### config.mk
export PLATFORM = sky130hd
export DESIGN_NAME = hp_read_arb
export DESIGN_NICKNAME = d
export VERILOG_FILES = /design/src/rtl/hp_read_arb.sv
export SDC_FILE = /design/constraint.sdc
export NUM_CORES = 1
export LEC_CHECK = 0
export BUFFER_PORTS_ARGS = -buffer_cell sky130_fd_sc_hd__buf_2
export CAP_MARGIN = 5
export CORE_AREA = 2 2 227 229
export DETAILED_ROUTE_END_ITERATION = 10
export DIE_AREA = 0 0 229 231
export PLACE_DENSITY_LB_ADDON = 0.2
export SLEW_MARGIN = 25
export SYNTH_ARGS = -nofsm -noshare
export SYNTH_HDL_FRONTEND = slang
export SYNTH_SLANG_ARGS = --single-unit
### constraint.sdc
create_clock -name clk -period 3.5 [get_ports clk]
set_input_delay 0.35 -clock clk [delete_from_list [all_inputs] [get_ports clk]]
set_output_delay 0.35 -clock clk [all_outputs]
set_load 0.01 [all_outputs]
### src/rtl/hp_read_arb.sv
// Two-requester AXI-style read arbiter onto one HP port; optional burst counters under HP_READ_ARB_STATS_EN.
// Latency: grant registered one cycle after arvalid, R routed combinationally from the order-FIFO head.
// Backpressure: no new grant while MAX_OUTST bursts are outstanding; R stalls follow the head requester's rready.
module hp_read_arb_order_fifo #(
  parameter int WIDTH = 1,
  parameter int DEPTH = 4
) (
  input  logic             clk,
  input  logic             rst,
  input  logic             wr_vld,
  input  logic [WIDTH-1:0] wr_dat,
  input  logic             rd_rdy,
  output logic             rd_vld,
  output logic [WIDTH-1:0] rd_dat,
  output logic             full
);
  localparam int PTR_W = $clog2(DEPTH);
  localparam logic [PTR_W:0] DEPTH_CNT = (PTR_W+1)'(DEPTH);

  logic [WIDTH-1:0] mem [DEPTH];
  logic [PTR_W-1:0] wr_ptr;
  logic [PTR_W-1:0] rd_ptr;
  logic [PTR_W:0]   count;
  logic             do_wr;
  logic             do_rd;

  assign rd_vld = (count != '0);
  assign full   = (count == DEPTH_CNT);
  assign rd_dat = mem[rd_ptr];
  assign do_rd  = rd_rdy & rd_vld;
  // A same-cycle pop frees the slot, so a write is taken even when full.
  assign do_wr  = wr_vld & (~full | do_rd);

  always_ff @(posedge clk) begin
    if (rst) begin
      wr_ptr <= '0;
      rd_ptr <= '0;
      count  <= '0;
    end else begin
      if (do_wr) wr_ptr <= wr_ptr + 1'b1;
      if (do_rd) rd_ptr <= rd_ptr + 1'b1;
      case ({do_wr, do_rd})
        2'b10:   count <= count + 1'b1;
        2'b01:   count <= count - 1'b1;
        default: count <= count;
      endcase
    end
  end

  always_ff @(posedge clk) begin
    if (do_wr) mem[wr_ptr] <= wr_dat;
  end
endmodule

module hp_read_arb #(
  parameter int HP_ADDR_WIDTH = 48,
  parameter int HP_DATA_WIDTH = 128,
  parameter int MAX_OUTST     = 4
) (
  input  logic                     clk,
  input  logic                     rst,
  input  logic [HP_ADDR_WIDTH-1:0] s0_araddr,
  input  logic [7:0]               s0_arlen,
  input  logic [2:0]               s0_arsize,
  input  logic [1:0]               s0_arburst,
  input  logic                     s0_arvalid,
  output logic                     s0_arready,
  output logic [HP_DATA_WIDTH-1:0] s0_rdata,
  output logic [1:0]               s0_rresp,
  output logic                     s0_rlast,
  output logic                     s0_rvalid,
  input  logic                     s0_rready,
  input  logic [HP_ADDR_WIDTH-1:0] s1_araddr,
  input  logic [7:0]               s1_arlen,
  input  logic [2:0]               s1_arsize,
  input  logic [1:0]               s1_arburst,
  input  logic                     s1_arvalid,
  output logic                     s1_arready,
  output logic [HP_DATA_WIDTH-1:0] s1_rdata,
  output logic [1:0]               s1_rresp,
  output logic                     s1_rlast,
  output logic                     s1_rvalid,
  input  logic                     s1_rready,
  output logic [HP_ADDR_WIDTH-1:0] hp_araddr,
  output logic [7:0]               hp_arlen,
  output logic [2:0]               hp_arsize,
  output logic [1:0]               hp_arburst,
  output logic                     hp_arvalid,
  input  logic                     hp_arready,
  input  logic [HP_DATA_WIDTH-1:0] hp_rdata,
  input  logic [1:0]               hp_rresp,
  input  logic                     hp_rlast,
  input  logic                     hp_rvalid,
  output logic                     hp_rready
`ifdef HP_READ_ARB_STATS_EN
  ,
  output logic [31:0]              stat_bursts0,
  output logic [31:0]              stat_bursts1
`endif
);
  typedef enum logic {IDLE, ISSUE} ar_state_t;

  ar_state_t                state;
  logic                     last_grant;
  logic                     grant;
  logic                     ar_vld_q;
  logic [HP_ADDR_WIDTH-1:0] ar_addr_q;
  logic [7:0]               ar_len_q;
  logic [2:0]               ar_size_q;
  logic [1:0]               ar_burst_q;

  logic pick_s1;
  logic ar_start;
  logic ar_hs;
  logic ord_full;
  logic ord_vld;
  logic ord_head;
  logic r_last_hs;

  // Round robin: on a tie the requester that did not win last time goes first.
  always_comb begin
    pick_s1  = 1'b0;
    ar_start = 1'b0;
    pick_s1  = s1_arvalid & (~s0_arvalid | ~last_grant);
    ar_start = (state == IDLE) & (s0_arvalid | s1_arvalid) & ~ord_full;
  end

  always_ff @(posedge clk) begin
    if (rst) begin
      state      <= IDLE;
      last_grant <= 1'b1;
      grant      <= 1'b0;
      ar_vld_q   <= 1'b0;
      ar_addr_q  <= '0;
      ar_len_q   <= '0;
      ar_size_q  <= '0;
      ar_burst_q <= '0;
    end else begin
      case (state)
        IDLE: begin
          if (ar_start) begin
            state      <= ISSUE;
            ar_vld_q   <= 1'b1;
            grant      <= pick_s1;
            last_grant <= pick_s1;
            ar_addr_q  <= pick_s1 ? s1_araddr  : s0_araddr;
            ar_len_q   <= pick_s1 ? s1_arlen   : s0_arlen;
            ar_size_q  <= pick_s1 ? s1_arsize  : s0_arsize;
            ar_burst_q <= pick_s1 ? s1_arburst : s0_arburst;
          end
        end
        ISSUE: begin
          if (hp_arready) begin
            state    <= IDLE;
            ar_vld_q <= 1'b0;
          end
        end
        default: begin
          state    <= IDLE;
          ar_vld_q <= 1'b0;
        end
      endcase
    end
  end

  assign ar_hs      = ar_vld_q & hp_arready;
  assign hp_arvalid = ar_vld_q;
  assign hp_araddr  = ar_addr_q;
  assign hp_arlen   = ar_len_q;
  assign hp_arsize  = ar_size_q;
  assign hp_arburst = ar_burst_q;
  assign s0_arready = ar_hs & ~grant;
  assign s1_arready = ar_hs & grant;

  // Grants are only made below capacity, so every AR handshake finds a free slot.
  hp_read_arb_order_fifo #(
    .WIDTH (1),
    .DEPTH (MAX_OUTST)
  ) u_order_fifo (
    .clk    (clk),
    .rst    (rst),
    .wr_vld (ar_hs),
    .wr_dat (grant),
    .rd_rdy (r_last_hs),
    .rd_vld (ord_vld),
    .rd_dat (ord_head),
    .full   (ord_full)
  );

  assign hp_rready = ord_vld & (ord_head ? s1_rready : s0_rready);
  assign s0_rvalid = ord_vld & ~ord_head & hp_rvalid;
  assign s1_rvalid = ord_vld & ord_head & hp_rvalid;
  assign r_last_hs = hp_rvalid & hp_rready & hp_rlast;

  assign s0_rdata = hp_rdata;
  assign s0_rresp = hp_rresp;
  assign s0_rlast = hp_rlast;
  assign s1_rdata = hp_rdata;
  assign s1_rresp = hp_rresp;
  assign s1_rlast = hp_rlast;

`ifdef HP_READ_ARB_STATS_EN
  always_ff @(posedge clk) begin
    if (rst) begin
      stat_bursts0 <= '0;
      stat_bursts1 <= '0;
    end else begin
      if (s0_arready) stat_bursts0 <= stat_bursts0 + 32'd1;
      if (s1_arready) stat_bursts1 <= stat_bursts1 + 32'd1;
    end
  end
`endif
endmodule

# [Yosys cells after proc, flatten, opt, wreduce, memory -nomap -nowiden]
# Memory sizes are Yosys's and may differ from the RTL's. A register that Yosys moved wholly into a read port is not among the register bits.
# Index checks and enable logic that the tools add are counted.
[totals] reg_bits=72 mem_bits_rw=4 in_bits=261 out_inout_bits=329 wordCells=65 mem_count=1
[classes] n_addsub=4 n_eq_ne=5 muxes=16 bitwise=24 n_reduce_logical=4
[memory_table] memory="u_order_fifo.mem" depth=4 word_bits=1 rd=1 rd_clocked_by_memory_dff=1 wr=1 line="20" rtl="logic [WIDTH-1:0] mem [DEPTH];"
[ops] operator="two-way mux 48 bit" count=1
[ops] operator="AND 1 bit" count=15
[ops] operator="two-way mux 8 bit" count=1
[ops] operator="two-way mux 1 bit" count=7
[ops] operator="two-way mux 2 bit" count=3
[ops] operator="inverter 1 bit" count=6
[ops] operator="one-hot mux 3 bit (2 select lines)" count=1
[ops] operator="adder 2 x 1 -> 2 bit (second input constant)" count=2
[ops] operator="inequality test 2 bit (second input constant)" count=2
[ops] operator="one-hot mux 1 bit (2 select lines)" count=2
[ops] operator="AND reduction 2 bit" count=2
[ops] operator="adder 3 x 1 -> 3 bit (second input constant)" count=1
[ops] operator="== test 3 bit (second input constant)" count=1
[ops] operator="two-way mux 3 bit" count=1
[ops] operator="OR 1 bit" count=3
[ops] operator="nonzero test 3 bit" count=1
[ops] operator="subtractor 3 x 1 -> 3 bit (second input constant)" count=1
[ops] operator="== test 2 x 1 -> 1 bit (second input constant)" count=1
[ops] operator="== test 2 bit (second input constant)" count=1
[ops] operator="nonzero test 2 bit" count=1

# [Depth between registers and ports, before layout]
# Gate-level depths: netlist (run 1).
[logic_depth] depth_word=9 mapped_depth=10 mapped_depth_nobuf=10

# [Cells and area by module]
# From an unflattened synthesis (run 1), not the netlist that was laid out.
[hier_totals] hier_cells=696 hier_area_um2=5950.7
[modules_own_cells] mod="hp_read_arb" instances=1 cells_each=639 area_per_inst_um2=5310.1 seq_area_each_um2=1301.2
[modules_own_cells] mod="hp_read_arb_order_fifo" instances=1 cells_each=57 area_per_inst_um2=640.6 seq_area_each_um2=300.3

# [Least setup slack after synthesis (run 1)]
# Ideal clock, no wire load.
[synth_timing] kind="flip-flop to flip-flop" from="register with a tool-made name" to="register u_order_fifo.count[2]" setup_time_ps=71 arrival_ps=2653 required_ps=3429 slack_ps=776 path_stages_with_launch=11 path_buffers=0 period_less_slack_ps=2724 path_cell_list="dfxtp_1 -> mux4_2 -> mux2_4 -> a21oi_2 -> or2_1 -> ha_1 -> inv_1 -> fa_1 -> xor2_1 -> or3_1 -> a21oi_1"
[synth_lines] item="end signal: assignment" line="43" rtl="2'b10: count <= count + 1'b1;"
[synth_lines] item="end signal: assignment" line="44" rtl="2'b01: count <= count - 1'b1;"
[synth_lines] item="end signal: assignment" line="45" rtl="default: count <= count;"
[synth_lines] item="end: declaration" line="23" rtl="logic [PTR_W:0] count;"

==> flow_summary_export.csv, run 1 <==
group,metric,value,unit
route,postRouteWirelength,16900,µm
grt,grt_pass1_vias,3663,
min_path,worst_hold_path_type,"in -> reg",
route,detail_route.vias_per_cell,2.94,
clocking,insertion_delay,0.38,ns
pwr,power_leakage,2.38,nW
synth,synth_top_cells_by_area,"buf_4, dfxtp_1, mux2i_1",
grt,global_route_wire_length_before_repair,23900,µm
critical_path,arrival_time_at_the_worst_endpoint,3.23,ns
floorplanning,fp.dieArea,52900,µm²
finish,nets,824,
min_path,min_delay_path_depth,3,
floorplanning,die_w,229,µm
synth,post_synth_inst_count,629,
synth,synthDistinctLibCells,32,
finish,finalCoreUtilization,0.112,
sta,hold_violations,0,
synth,ys_ff_latch,78,
critical_path,timing_worst_setup_path_type,"reg -> reg",
sta,final_max_slew_viol_count,0,
route,route.vias.total,3653,
floorplanning,placeableCoreArea,50700,µm²
pwr,worst_ir_drop_vdd,0.232,mV
sta,fin_worst_skew,0.0111,ns
floorplanning,row_count,83,
run_status,status,"completed",
floorplanning,pin_count,590,
route,drt-wirelength-per-cell,13.6,µm
clocking,cts_max_level,3,
sta,finalCriticalPeriod,2.91,ns
sta,transition_time_of_the_tightest_slew_check_pin,0.955,ns
grt,antenna_found_initial,0,
clocking,cts_sinks,78,
synth,netlist_area,5500,µm²
clocking,cts-buffers-inserted,9,
sta,setup_viol,0,
clocking,tritoncts_clock_tree,"built",
clocking,postCtsHoldBufs,0,
place,gp_routability_congestion,0.655,
route,antenna_violating_nets_post_route,0,
min_path,holdCritStartpoint,"s0_araddr[43]",
sta,fin_crit_sh,0.832,
sta,fmaxAchievable,0.343,GHz
synth,synth_largest_type_area_fraction,0.357,
clocking,clk_pin_slew,0.07,ns
critical_path,timing.reg2reg.setup_slack,0.59,ns
synth,asyncSetResetFlopFracSynth,0,
critical_path,worstPathMaxFanout,5,
finish,drive_above_1_share,0.409,
critical_path,crit_required,3.81,ns
synth,synthTopCellsByCount,"buf_4, dfxtp_1, nor2_1",
synth,synthFlopType,"dfxtp_1",
sta,tns,0,ns
synth,yosys.area.top_type,"buf_4",
synth,library_cell_with_the_highest_instance_count_after_synthesis,"buf_4",
run,max_cap_viol_count,0,
sta,timing.max_slew.rel_slack,0.360,
critical_path,r2r-end,"u_order_fifo.count[2]",
synth,synth_fp_nets,896,
grt,grt_start_max_net_pins,114,
critical_path,reg2reg_from,"u_order_fifo.mem[3]",
place,dp.final_hpwl,12500,µm
critical_path,rr_worst_depth,10,
clocking,cts-root-to-sink-buffers,2,
floorplanning,initial_utilization,0.109,
synth,number_of_synthesized_flops_with_an_enable_pin,4,
place,placement.io_buffers,199,
critical_path,critical_path.endpoint_type,"flip-flop",
route,dr.first_iter.drc_count,124,
finish,num_antenna_cells,0,
floorplanning,die_h,231,µm
clocking,buffers_inserted_by_post_cts_timing_repair,0,
grt,grt_usage,0.0639,
sta,setup_repair_after_global_routing_missed_its_margin,"false",
grt,grt_overflow,0,
route,remaining_drc_errors,0,
synth,synth.avg_cell_area,8.75,µm²
finish,layout-area-overhead-vs-synth,3.43,%
route,drt_pass1_iterations,4,
min_path,worst_hold_path.endpoint,"hp_araddr[43]",
synth,synth_seq_area_share,0.291,
clocking,clock_tree.root_cell,"clkbuf_16",
clocking,cts_repair_resized_insts,0,
synth,ys_warn_count,0,
critical_path,worst_setup_path_start_kind,"flip-flop",
pwr,power_density,465,nW/µm²
[layout by cell type, fill, tap and decap left out, types with 2 or more instances in the layout]
cell type   Yosys  routed
and3_1          2       2
nand2_1         4       4
o21ai_0         2       2
nor3b_1         6       6
clkinvlp_4      0       2
bufinv_16       0       2
nand3_1         5       5
dfxtp_1        74      74
clkbuf_16       0       9
o211ai_1        2       2
ha_1            5       5
xor2_1          2       2
edfxtp_1        4       4
inv_1           7       7
a21oi_1         7       7
a22oi_1         2       2
nor2_1         74      74
buf_4         262       8
buf_12          0       2
mux2i_1        63      63
or3_1           2       2
nor3_1          4       3
buf_2          12     198
a211oi_1       61      61
mux2_4          2       2
[critical path, cell delays in order, from the launching register on]
cell and delay [ns]:
edfxtp_1 0.36, mux4_2 0.54, mux2_4 0.36, a21oi_2 0.26
or2_1 0.14, ha_1 0.17, inv_1 0.06, fa_1 0.37
xor2_1 0.16, or3_1 0.30, a21oi_1 0.13
[area by class of cell]
type,instances,area [µm²]
sequential,78,1600
multi-input combinational,253,1800
inverter,7,26.3
fill,5984,45000
timing repair buffer,208,1090
clock inverter,7,96.3
tap,680,851
clock buffer,9,225
[report_power, final]
| group | internal (mW) | leakage (nW) | switching [mW] |
|---|---|---|---|
| Combinational | 0.231 | 1.58 | 0.292 |
| Clock | 0.627 | 0.150 | 0.470 |
| Sequential | 0.982 | 0.651 | 0.0451 |
| Total | 1.84 | 2.38 | 0.808 |
[logic make-up (layout without fill, tap and decap cells)]
family | count (synthesis) | count (layout) | share of synthesized area
AOI/OAI and AO/OA | 77 | 77 | 0.101
DFF | 78 | 78 | 0.291
buffers and inverters | 298 | 231 | 0.385
muxes | 66 | 66 | 0.124
and+or+nand+nor | 102 | 102 | 0.0809
xor gates and xnor gates | 2 | 2 | 0.00318
adders and majority gates | 6 | 6 | 0.0150
[metrics by stage]
| stage | total power [mW] | hold slack (ns) | cell area, µm² | setup WS (ns) | std cells |
|---|---|---|---|---|---|
| floorplan | 1.64 | 0.441 | 5500 | 0.776 | 629 |
| global placement | 1.59 | 0.484 | 5370 | 0.591 | 1226 |
| detailed placement | 1.59 | 0.488 | 5370 | 0.596 | 1226 |
| CTS | 2.77 | 0.261 | 5690 | 0.586 | 1242 |
| global route | 2.85 | 0.289 | 5690 | 0.431 | 1242 |
| finish | 2.65 | 0.303 | 5690 | 0.588 | 1242 |
[metal layers]
| layer | global-route usage | share of wire | wire length [µm] | up-vias |
|---|---|---|---|---|
| li1 | - | - | - | 1708 |
| met1 | 0.0576 | 0.33 | 5580 | 1559 |
| met2 | 0.0993 | 0.47 | 7990 | 299 |
| met3 | 0.0472 | 0.14 | 2420 | 87 |
| met4 | 0.0461 | 0.055 | 939 | 0 |
| met5 | 0.000919 | 0 | 0 | - |
[registers in the layout (all words and copies together), names as in the netlist, named ones only]
signal / flops
u_order_fifo.wr_ptr: 2
u_order_fifo.rd_ptr: 2
u_order_fifo.mem: 4
grant: 1
hp_arburst: 2
hp_araddr: 48
hp_arsize: 3
last_grant: 1
hp_arvalid: 1
hp_arlen: 8
u_order_fifo.count: 3
state: 1
[worst max path at each step]
stage / from / to / depth (start not counted)
6_report: u_order_fifo.mem[3] / u_order_fifo.count[2] / 10
2_1_floorplan: flip-flop / u_order_fifo.count[2] / 10
3_5_place_dp: flip-flop / u_order_fifo.count[2] / 10
5_1_grt: flip-flop / u_order_fifo.count[2] / 10
4_1_cts: flip-flop / u_order_fifo.count[2] / 10
3_3_place_gp: u_order_fifo.mem[3] / u_order_fifo.count[2] / 10
(Power assumes the default switching activity.)
==> run 2: changes to the inputs <==
==> constraint.sdc (replaced) <==
create_clock -name clk -period 2.6 [get_ports clk]
set_input_delay 0.26 -clock clk [delete_from_list [all_inputs] [get_ports clk]]
set_output_delay 0.26 -clock clk [all_outputs]
set_load 0.01 [all_outputs]
==> run 2 against run 1 <==
Net effect:
- the run now ends with setup timing left
- sequential share of layout area decreased by 0.071 points
- design area increased by 0.33%
- count of clock-buffer cells in the layout increased by 4
- maximum frequency increased by 10%
- worst hold slack got worse by 0.088 ns
- die area unchanged
- sequential power increased by 35%
- combinational power increased by 33%
- setup slack got worse by 0.63 ns
- critical endpoint unchanged
==> flow_summary_export.csv, run 2 (synthesis gave the netlist of run 1 again) <==
group,metric,value,unit
run_status,status,"finished, violations left",
run_status,violations,"setup timing",
sta,finalCriticalPeriod,2.64,ns
min_path,holdCritStartpoint,"s0_araddr[45]",
place,dp.final_hpwl,12100,µm
route,drt-wirelength-per-cell,12.9,µm
min_path,worst_hold_path_type,"in -> reg",
route,detail_route.vias_per_cell,2.89,
route,dr.first_iter.drc_count,130,
place,placement.io_buffers,199,
sta,fmaxAchievable,0.378,GHz
critical_path,worstPathMaxFanout,2,
grt,grt_pass1_vias,3608,
clocking,clock_tree.root_cell,"clkbuf_16",
clocking,cts-buffers-inserted,9,
clocking,cts_sinks,78,
clocking,insertion_delay,0.38,ns
sta,holdWs,0.215,ns
finish,layout-area-overhead-vs-synth,3.77,%
place,post-place-ws,-0.0711,ns
clocking,cts-root-to-sink-buffers,2,
finish,drive_above_1_share,0.417,
finish,layout_commonest_cell,"buf_2",
sta,setup_repair_after_global_routing_missed_its_margin,"true",
sta,setup_viol,1,
route,antenna_violating_nets_post_route,0,
finish,nets,825,
route,route.vias.total,3589,
grt,global_route_wire_length_before_repair,22900,µm
floorplanning,initial_utilization,0.109,
critical_path,timing_worst_setup_path_type,"reg -> reg",
critical_path,worst_setup_path_start_kind,"flip-flop",
pwr,power_leakage,2.39,nW
finish,layout_common_cells,"buf_2, nor2_1, dfxtp_1",
pwr,power_density,625,nW/µm²
sta,fin_worst_skew,0.0125,ns
sta,transition_time_of_the_tightest_slew_check_pin,0.762,ns
finish,num_antenna_cells,0,
grt,grt_usage,0.0604,
grt,grt_start_max_net_pins,73,
route,postRouteWirelength,16000,µm
grt,antenna_found_initial,0,
route,remaining_drc_errors,0,
clocking,cts_max_level,3,
finish,number_of_flip_flops_under_the_largest_register_name,48,
grt,grt_overflow,0,
run,max_cap_viol_count,0,
finish,fin_cells,1243,
sta,setup_ws,-0.0422,ns
floorplanning,fp.dieArea,52900,µm²
critical_path,worst_setup_path_startpoint,"u_order_fifo.mem[3]",
critical_path,reg2reg_from,"u_order_fifo.mem[3]",
route,drt_pass1_iterations,4,
critical_path,crit_required,2.90,ns
floorplanning,placeableCoreArea,50700,µm²
critical_path,arrival_time_at_the_worst_endpoint,2.95,ns
floorplanning,die_w,229,µm
floorplanning,die_h,231,µm
clocking,clk_pin_slew,0.08,ns
place,dp_cells,1226,
critical_path,critical_path.endpoint_type,"flip-flop",
sta,timing.max_slew.rel_slack,0.492,
place,gp_routability_congestion,0.677,
sta,final_max_slew_viol_count,0,
clocking,tritoncts_clock_tree,"built",
sta,hold_violations,0,
floorplanning,pin_count,590,
pwr,worst_ir_drop_vdd,0.278,mV
floorplanning,row_count,83,
sta,fin_crit_sh,1.02,
[run 2: cell types whose count changed in the layout (fill, tap and decap cells not counted), sizes merged]
cell | before | now
inv | 8 | 7
clkinvlp | 2 | 1
clkinv | 2 | 0
clkbuf | 9 | 13
buf | 208 | 209
[run 2: critical path: stages (launching register included)]
cell and delay (ns):
edfxtp_1 0.36, mux4_2 0.50, mux2_4 0.34, a21oi_4 0.12, or2_1 0.12, ha_2 0.18
inv_2 0.04, fa_2 0.32, xor2_1 0.15, or3_1 0.32, a21oi_2 0.11
[run 2: power by group]
part           switching, mW  total (mW)  leakage [nW]  internal [mW]
clock network          0.593        1.49         0.156          0.896
logic                  0.389       0.696          1.58          0.308
registers             0.0635        1.39         0.651           1.32
total                   1.04        3.57          2.39           2.53
[run 2: repair_timing]
| item | in CTS | in global routing |
|---|---|---|
| hold buffers | 0 | 0 |
| buffers inserted | 0 | 1 |
| resized for setup | 2 | 1 |
| pin swaps | 1 | 0 |
| endpoints found under the setup margin | 1 | 2 |
[run 2: path summary, 6_finish.rpt]
check / to / slack (ns) / cells after the start
max: u_order_fifo.count[2] / -0.04 / 10
min: hp_araddr[45] / 0.22 / 3
max reg2reg: u_order_fifo.count[2] / -0.04 / 10
min reg2reg: hp_araddr[23] / 0.49 / 2
[run 2: cell type report]
class	instances	area, µm²
sequential	78	1600
clock inverter	3	67.6
inverter	7	26.3
tap	680	851
clock buffer	13	260
timing repair buffer	209	1090
fill	5944	45000
multi-input combinational	253	1820
[run 2: metal layers]
metal / track usage / routed length, µm
met4: 0.0446 / 875
met5: 0.00276 / 0
met1: 0.0579 / 5650
met2: 0.0918 / 7380
met3: 0.0408 / 2090
[run 2: per-stage QoR]
step	power, mW	utilization	instance area, µm²	setup TNS (ns)
5_1_grt	3.84	0.113	5710	-0.156
3_5_place_dp	2.13	0.106	5370	-0.0711
6_report	3.57	0.113	5710	-0.0422
4_1_cts	3.73	0.112	5700	-0.0881
3_3_place_gp	2.13	0.106	5370	-0.0741
2_1_floorplan	2.21	-	5520	-0.0314
==> run 3: changes to the inputs <==
==> constraint.sdc (replaced) <==
create_clock -name clk -period 3.12 [get_ports clk]
set_input_delay 0.312 -clock clk [delete_from_list [all_inputs] [get_ports clk]]
set_output_delay 0.312 -clock clk [all_outputs]
set_load 0.01 [all_outputs]
==> run 3 against run 2 <==
Net effect:
- the flow now finishes without violations
- clock power shrank 17%
- maximum frequency shrank 9.0%
- sequential power shrank 17%
- first-iteration DRC count shrank 21%
- critical endpoint unchanged
==> flow_summary_export.csv, run 3 (synthesis gave the netlist of run 1 again) <==
group,metric,value,unit
run_status,status,"completed",
critical_path,worstPathMaxFanout,5,
sta,fin_worst_skew,0.0103,ns
route,postRouteWirelength,16400,µm
clocking,cts-root-to-sink-buffers,2,
critical_path,arrival_time_at_the_worst_endpoint,3.21,ns
pwr,portion_of_total_power_attributed_to_combinational_logic,0.195,
finish,layout_common_cells,"buf_2, nor2_1, dfxtp_1",
route,route.vias.total,3580,
route,drt_pass1_iterations,4,
floorplanning,initial_utilization,0.109,
sta,final_max_slew_viol_count,0,
pwr,p_clk_frac,0.417,
floorplanning,fp.dieArea,52900,µm²
grt,global_route_wire_length_before_repair,23100,µm
critical_path,crit_family,"multiplexers",
place,total_placed_instance_area,5340,µm²
sta,timing.max_slew.rel_slack,0.469,
clocking,clock_tree.root_cell,"clkbuf_16",
sta,hold_violations,0,
clocking,cts_repair_resized_insts,0,
sta,setup_repair_after_global_routing_missed_its_margin,"false",
critical_path,timing_worst_setup_path_type,"reg -> reg",
grt,antenna_found_initial,0,
floorplanning,row_count,83,
floorplanning,placeableCoreArea,50700,µm²
floorplanning,die_h,231,µm
sta,finalCriticalPeriod,2.90,ns
clocking,cts_sinks,78,
route,antenna_violating_nets_post_route,0,
critical_path,worstPathBufferInverterCount,1,
run,max_cap_viol_count,0,
clocking,cts-buffers-inserted,9,
clocking,buffers_inserted_by_post_cts_timing_repair,0,
grt,grt_pass1_vias,3554,
finish,layout.cell_area.non_filler,5660,µm²
place,dp.final_hpwl,12300,µm
critical_path,worst_setup_path_start_kind,"flip-flop",
clocking,cts_max_level,3,
finish,layout-area-overhead-vs-synth,2.89,%
finish,nets,821,
clocking,clk_pin_slew,0.07,ns
finish,layout_commonest_cell,"buf_2",
finish,num_antenna_cells,0,
pwr,power.share.sequential,0.388,
clocking,tritoncts_clock_tree,"built",
route,detail_route.vias_per_cell,2.89,
route,dr.first_iter.drc_count,103,
min_path,worst_hold_path_type,"in -> reg",
critical_path,critical_path.endpoint_type,"flip-flop",
pwr,power.total,2.97,mW
clocking,insertion_delay,0.38,ns
finish,finalCoreUtilization,0.112,
pwr,p_sw,0.887,mW
place,gp_routability_congestion,0.683,
finish,num-fill-cells,5959,
sta,fin_crit_sh,0.931,
route,drt-wirelength-per-cell,13.2,µm
critical_path,crit_required,3.43,ns
critical_path,crit_path_top_delay_cell,"mux4_2",
sta,tns,0,ns
pwr,worst_ir_drop_vdd,0.234,mV
finish,drive_above_1_share,0.406,
place,post-place-ws,0.224,ns
pwr,power_leakage,2.36,nW
grt,grt_start_max_net_pins,77,
critical_path,crit_path_max_incr_delay,0.54,ns
critical_path,crit_path_cell_trace,"mux4_2 > mux2_4 > a21oi_2 > or2_1 > ha_1 > inv_1 > fa_1 > xor2_1 > or3_1 > a21oi_1",
route,remaining_drc_errors,0,
grt,grt_usage,0.0614,
pwr,power_density,524,nW/µm²
pwr,switching_share,0.299,
sta,setup_viol,0,
clocking,postCtsHoldBufs,0,
floorplanning,pin_count,590,
finish,number_of_flip_flops_under_the_largest_register_name,48,
sta,setup_ws,0.216,ns
place,placement.io_buffers,199,
grt,grt_overflow,0,
sta,transition_time_of_the_tightest_slew_check_pin,0.797,ns
sta,fmaxAchievable,0.344,GHz
floorplanning,die_w,229,µm
pwr,internal-power,2.08,mW
[run 3: cell count changes in the layout (fill, tap and decap cells not counted), sizes merged]
cell      before  now
buf          209  205
clkbuf        13   11
clkinv         0    1
clkinvlp       1    2
[run 3: per-layer routing]
metal / vias up / GRT usage / wire [µm]
met5: - / 0.000919 / 0
met4: 0 / 0.0469 / 1010
met3: 93 / 0.0477 / 2400
met2: 290 / 0.0917 / 7510
met1: 1504 / 0.0560 / 5490
li1: 1693 / - / -
[run 3: path summary, 6_finish.rpt]
| path | start | to | slack, ns | cells after the start |
|---|---|---|---|---|
| hold / removal | s0_araddr[43] | hp_araddr[43] | 0.26 | 3 |
| hold reg to reg | hp_araddr[33] | hp_araddr[33] | 0.49 | 2 |
| setup reg to reg | u_order_fifo.mem[3] | u_order_fifo.count[2] | 0.22 | 10 |
| setup / recovery | u_order_fifo.mem[3] | u_order_fifo.count[2] | 0.22 | 10 |
[run 3: worst reg2reg max path: cells and delay by family (launching register included)]
kind,cells,cell delay [ns]
AO/OA/AOI/OAI,2,0.38
AND/OR/NAND/NOR,2,0.45
multiplexers,2,0.89
flip-flops,1,0.36
XOR/XNOR,1,0.16
adder cells (fa/ha/maj),2,0.54
buffers and inverters,1,0.06
[run 3: final cells by class]
class / instances / area, µm² / share of cell area
sequential: 78 / 1600 / 0.283
multi-input combinational: 253 / 1800 / 0.318
clock buffer: 11 / 243 / 0.0429
timing repair buffer: 205 / 1060 / 0.186
tap: 680 / 851 / 0.150
inverter: 7 / 26.3 / 0.00464
clock inverter: 5 / 83.8 / 0.0148
[run 3: power groups by stage]
stage / Sequential, mW / Clock [mW] / Combinational (mW)
after floorplan: 1.21 / 0 / 0.627
after global placement: 1.17 / 0 / 0.600
after detailed placement: 1.17 / 0 / 0.600
after CTS: 1.15 / 1.35 / 0.601
after global routing: 1.16 / 1.36 / 0.656
final: 1.15 / 1.24 / 0.578
[run 3: through the flow]
step	instances	hold slack [ns]
2_1_floorplan	629	0.441
3_3_place_gp	1223	0.484
3_5_place_dp	1223	0.488
4_1_cts	1239	0.214
5_1_grt	1239	0.245
6_report	1239	0.261
